File: src/rtl/md_stall_ctrl.sv
// md_stall_ctrl: multiply/divide busy sequencer with pipeline stall, enable and bubble controls.
module md_stall_ctrl #(
  parameter int MULT_CYCLES = 5,
  parameter int DIV_CYCLES  = 10,
  parameter int CNT_W       = 4
) (
  input  logic        CLK,
  input  logic        reset,
  input  logic        start_E,
  input  logic [1:0]  md_op_E,
  input  logic        md_use_D,
  input  logic        load_use_D,
  input  logic        exc_flush,
  output logic        busy,
  output logic [1:0]  md_kind,
  output logic        md_done,
  output logic        stall,
  output logic        PC_EN,
  output logic        IFID_EN,
  output logic        NOP_CLR,
  output logic [31:0] stall_cnt
);
  typedef enum logic [1:0] {IDLE, RUN, DONE} state_t;
  localparam logic [CNT_W-1:0] MULT_LD = CNT_W'(MULT_CYCLES - 1);
  localparam logic [CNT_W-1:0] DIV_LD  = CNT_W'(DIV_CYCLES - 1);
  state_t      state_q, state_d;
  logic [CNT_W-1:0] cnt_q, cnt_d;
  logic [1:0]  kind_q, kind_d;
  logic [31:0] stall_cnt_q, stall_cnt_d;
  logic        accept;
  assign busy      = state_q == RUN;
  assign md_done   = state_q == DONE;
  assign md_kind   = kind_q;
  assign stall_cnt = stall_cnt_q;
  assign stall     = (md_use_D & (start_E | busy)) | load_use_D;
  assign PC_EN     = ~stall;
  assign IFID_EN   = ~stall;
  assign NOP_CLR   = stall | exc_flush;
  // A start coincident with an M-stage exception belongs to a killed instruction.
  assign accept    = start_E & ~exc_flush & ~busy;
  always_comb begin
    state_d     = state_q;
    cnt_d       = cnt_q;
    kind_d      = kind_q;
    stall_cnt_d = (stall & ~&stall_cnt_q) ? stall_cnt_q + 32'd1 : stall_cnt_q;
    if (busy) begin
      state_d = (cnt_q == '0) ? DONE : RUN;
      cnt_d   = (cnt_q == '0) ? cnt_q : cnt_q - 1'b1;
    end else if (accept) begin
      state_d = RUN;
      cnt_d   = md_op_E[1] ? DIV_LD : MULT_LD;
      kind_d  = md_op_E;
    end else begin
      state_d = IDLE;
    end
  end
  always_ff @(posedge CLK or negedge reset) begin
    if (!reset) begin
      state_q     <= IDLE;
      cnt_q       <= '0;
      kind_q      <= 2'b00;
      stall_cnt_q <= '0;
    end else begin
      state_q     <= state_d;
      cnt_q       <= cnt_d;
      kind_q      <= kind_d;
      stall_cnt_q <= stall_cnt_d;
    end
  end
endmodule

File: config.mk
export PLATFORM = sky130hd
export DESIGN_NAME = md_stall_ctrl
export DESIGN_NICKNAME = d
export VERILOG_FILES = /design/src/rtl/md_stall_ctrl.sv
export SDC_FILE = /design/constraint.sdc
export NUM_CORES = 1
export LEC_CHECK = 0
export ABC_AREA = 1
export BUFFER_PORTS_ARGS = -buffer_cell sky130_fd_sc_hd__buf_2
export CORE_MARGIN = 4
export CORE_UTILIZATION = 30
export DETAILED_ROUTE_END_ITERATION = 10
export PLACE_DENSITY = 0.45
export RECOVER_POWER = 100
export SYNTH_ARGS = -nofsm -noshare
export SYNTH_HDL_FRONTEND = slang
export SYNTH_SLANG_ARGS = --single-unit
File: constraint.sdc
create_clock -name CLK -period 2.55 [get_ports CLK]
set_clock_uncertainty 0.2 [all_clocks]
set_input_delay 0.51 -clock CLK [delete_from_list [all_inputs] [get_ports CLK]]
set_output_delay 0.51 -clock CLK [all_outputs]
set_load 0.005 [all_outputs]
== After elaboration in Yosys (flattened, before gate mapping) ==
Index checks and enable logic that the tools add are counted.
Word-level totals
  flip-flop bits (word level): 40
  output and inout bits: 40
Operators by class
  equal/unequal tests: 3
  reductions and logical operators: 6
  add/sub/neg operators: 2
  bitwise operators: 10
  mux-type cells: 7
Operators by type and width (number)
  $add A32 B1 Y32 const B: 1
  $reduce_and A32 Y1: 1
  $mux W4: 4
  $and A1 B1 Y1: 4
  $logic_not A4 Y1: 1
  $mux W2: 2
  $reduce_and A2 Y1: 2
  $sub A4 B1 Y4 const B: 1
  $not A1 Y1: 3
  $or A1 B1 Y1: 3
  $eq A2 B1 Y1 const B: 1
  $eq A2 B2 Y1 const B: 1
  $ne A2 B2 Y1 const B: 1
  $reduce_bool A2 Y1: 1
  $logic_not A1 Y1: 1
  $mux W1: 1

== Depth between registers and ports, before layout ==
  depth in word-level cells: 5
  depth in mapped cells: 11
  depth with buffers taken out: 10

== Least setup slack after synthesis ==
No wires, ideal clock.
  path kind: flip-flop to flip-flop
  start: register stall_cnt_q[0] (netlist: stall_cnt[0])
  end: register stall_cnt_q[30] (netlist: stall_cnt[30])
  cell stages (with the launch flop): 11
  setup slack: 0.658 ns
  setup time: 0.116 ns
  arrival time: 1.576 ns
  path through: dfrtp_1 ha_1 inv_2 nor2_4 nand2_4 nor2_2 a21oi_2 buf_6 buf_6 nand2_2 nand2_1
On the way
  longest elaborated chain between the ends: 3
  elaborated cells on any way between the ends: 4
  classes of those cells: add/sub: 1; bitwise: 1; reduce/logical: 2
Ends and longest elaborated chain
  start, declared: line 29  | logic [31:0] stall_cnt_q, stall_cnt_d;
  start signal, assigned: line 67  | stall_cnt_q <= stall_cnt_d;
  branches (longest 3 deep; another with $add A32 B1 Y32)
Several ways; the timed one is not identified.
A chain may end at the register's enable or synchronous reset.

== Worst setup path after layout ==
  start: register state_q[0]
  end: output NOP_CLR
On the way
  longest elaborated chain between the ends: 5
Ends and longest elaborated chain
  start, declared: line 26  | state_t state_q, state_d;
  start signal, assigned: line 64  | state_q <= state_d;
  $eq A2 B1 Y1: line 31  | assign busy = state_q == RUN;
  $or A1 B1 Y1: line 35  | assign stall = (md_use_D & (start_E | busy)) | load_use_D;
  $and A1 B1 Y1: line 35
  $or A1 B1 Y1: line 35
  $or A1 B1 Y1: line 38  | assign NOP_CLR = stall | exc_flush;
  end, declared: line 20  | output logic NOP_CLR,
Every way passes these cells.

==> key figures <==
Route
  • Number of remaining DRC errors: 0
  • Drt total wl: between 7 and 8 mm
  • Routed vias/inst: roughly 4.5
  • DR vias: 2515
  • Initial DRC count: 85
  • Post-DR wirelength/cell: roughly 13 µm
  • TritonRoute pass-1 iters: 6
  • Post-DRT Antenna Nets: 0

Synthesis
  • Most used DFF post-synth: dfrtp_1
  • Synth Area per Inst: 6.64 µm²
  • Seq cells post-synth: 40
  • Async set-reset flop share out of synthesis: 100%
  • Syn_nets: 416
  • Ys Warns: 0
  • Number of synthesized flops with an enable pin: 0
  • Synth Cell Area: 0.00269 mm²
  • Unique masters post-synth: 28
  • Post-synthesis sequential area ratio: 37.2%
  • Cells after synthesis: 405

Finish
  • # nets final: 465
  • Final instance area: 0.00307 mm²
  • Fraction of layout cells with a size suffix above 1: 12.1%
  • Antenna diodes: 0
  • Post-layout util: 35.2%
  • Commonest non-fill, non-tap cell in the layout: nand2_1
  • Area Growth Syn to Fin: 14.1%
  • Register area: 0.00100 mm²
  • Multi-input logic area: 0.00146 mm²
  • Filler cell count: 985
  • Most frequent cells in the layout: 189 x nand2_1, 58 x nor2_1, 40 x dfrtp_1
  • Non-Filler Instances: between 500 and 600

Global routing
  • GRT Overall Usage: between 15 and 20%
  • First-pass GRT wire length: 12.5 mm
  • Vias in the first global route: about 2600
  • Grt ovf: 0
  • Largest net degree at the start of global routing: 41
  • Initial antenna violation count: 0

Pwr
  • Design Power: 1.92 mW
  • IR drop worst, VDD: 0.363 mV
  • Pwr dens: between 600 and 700 mW/mm²
  • P_leak: 1.44 nW

Place
  • Setup WS pre-CTS: 0.472 ns
  • Cells after DPL: 555
  • Dpl hpwl: 5.54 mm
  • IO Port Bufs: 47
  • RePlAce Congestion: 0.858
  • Placed Area: 0.00300 mm²

STA
  • Final hold slack: 0.247 ns
  • Final setup fails: 0
  • Slew Limit Fails: 0
  • Rel. slew slack: 29.7%
  • Total negative slack: 0 ns
  • Minimum clock period after layout: 2.20 ns
  • Final hold violation count: 0
  • RSZ-0062 raised after global routing: false
  • Peak Freq: around 450 MHz
  • Period utilization: 86.3%
  • Worst slew pin tran: 1.05 ns
  • Worst Setup Slack, final: 0.351 ns

Hold path
  • Hold WC Path Type: in2reg
  • Worst hold start: md_op_E[0]

Worst setup path
  • Crit path required time: 1.84 ns
  • R2r worst-path depth: 9
  • Worst r2r dst: stall_cnt[18]
  • Crit path to: NOP_CLR
  • Reg2Reg Setup Slack: 0.38 ns
  • CP Launch Point: state_q[0]
  • Crit path launch type: flip-flop
  • Reg2reg start: stall_cnt[0]
  • Crit Path Max Fanout: 6
  • Crit end category: output port
  • Worst Path Arrival: 1.49 ns
  • Setup CP Type: reg2out

Floorplan
  • Core Box Area: 0.00872 mm²
  • Die width: approximately 100 µm
  • # IOs: 48
  • Die Area: 0.0105 mm²
  • Initial core utilization: 30.8%
  • Die Height: 103 µm
  • # rows: 34

Clock network
  • H-tree depth: 2
  • Clk_lat worst skew: between 0.2 and 0.3 ns
  • Worst-path clk slew: 0.09 ns
  • Post-CTS setup buffer count: 0
  • Clk buf depth: 2
  • Inserted Clock Buffers: 5
  • Clock root buffer: clkbuf_8
  • Clk sink count: 40
  • Cts hold-fix bufs: 0
  • CTS tree: yes
  • Resized cells post-CTS: 0

Status
  • Status: complete, no violations

Job
  • Max Cap Viol: 0
[worst max-delay path: stages (launching register included)]
cell	delay, ns
dfrtp_1	0.39
nand2_1	0.19
nand2_1	0.08
nand2_1	0.07
nand2_2	0.11
inv_1	0.17
nand2_1	0.06
buf_2	0.12
[report_power, final]
group / switching [mW] / total [mW] / internal (mW)
combinational: 0.350 / 0.556 / 0.206
clock: 0.240 / 0.530 / 0.290
sequential: 0.0892 / 0.830 / 0.741
[cell usage after synthesis (2+ instances only)]
library cell,instances,area [µm²]
a21oi_1,2,10.0
a22oi_1,2,15.0
buf_2,2,10.0
buf_6,2,22.5
buf_8,2,30.0
dfrtp_1,40,1000
ha_1,3,37.5
inv_1,38,143
nand2_1,187,702
nand2_2,13,81.3
nand2_4,2,22.5
nand3_1,17,85.1
nor2_1,57,214
nor2_2,4,25.0
nor2_4,5,56.3
o21ai_0,4,20.0
xnor2_1,4,35.0
xor2_1,11,96.3
[flip-flops by register name, summed over array words and instances (netlist names)]
signal / cells
cnt_q: 4
md_kind: 2
stall_cnt: 32
state_q: 2
[routing by layer]
metal | vias up | routed length (µm) | track usage [%]
met3 | 2 | 256 | 2.50
met4 | 0 | 29 | 2.72
li1 | 1318 | - | -
met1 | 1156 | 3570 | 20.9
met2 | 39 | 3320 | 25.0
met5 | - | 0 | 0
[cell type report]
class / count / area share (%)
Clock buffer: 5 / 2.24
Tap cell: 108 / 4.41
Inverter: 39 / 4.78
Clock inverter: 3 / 1.39
Multi-Input combinational cell: 319 / 47.6
Sequential cell: 40 / 32.7
Timing Repair Buffer: 49 / 6.98
[how the worst min path moves through the flow]
| stage | end | slack, ns | cells after the start |
|---|---|---|---|
| detailed placement | md_kind[1] | 0.27 | 2 |
| finish | md_kind[0] | 0.25 | 2 |
| global placement | md_kind[1] | 0.27 | 2 |
| CTS | stall_cnt[8] | 0.09 | 2 |
| floorplan | cnt_q[0] | 0.01 | 0 |
| global route | md_kind[0] | 0.23 | 2 |
[kinds of logic (layout without fill, tap and decap cells)]
| logic type | after synthesis | in the layout | share of synthesized area [%] |
|---|---|---|---|
| compound gates | 11 | 11 | 2.51 |
| flops | 40 | 40 | 37.2 |
| xor+xnor | 15 | 15 | 4.89 |
| mux | 1 | 1 | 0.419 |
| fa+ha+maj | 3 | 3 | 1.40 |
| buf+inv | 46 | 96 | 8.05 |
| simple gates | 289 | 289 | 45.5 |
Power figures use the tool's default switching activity.
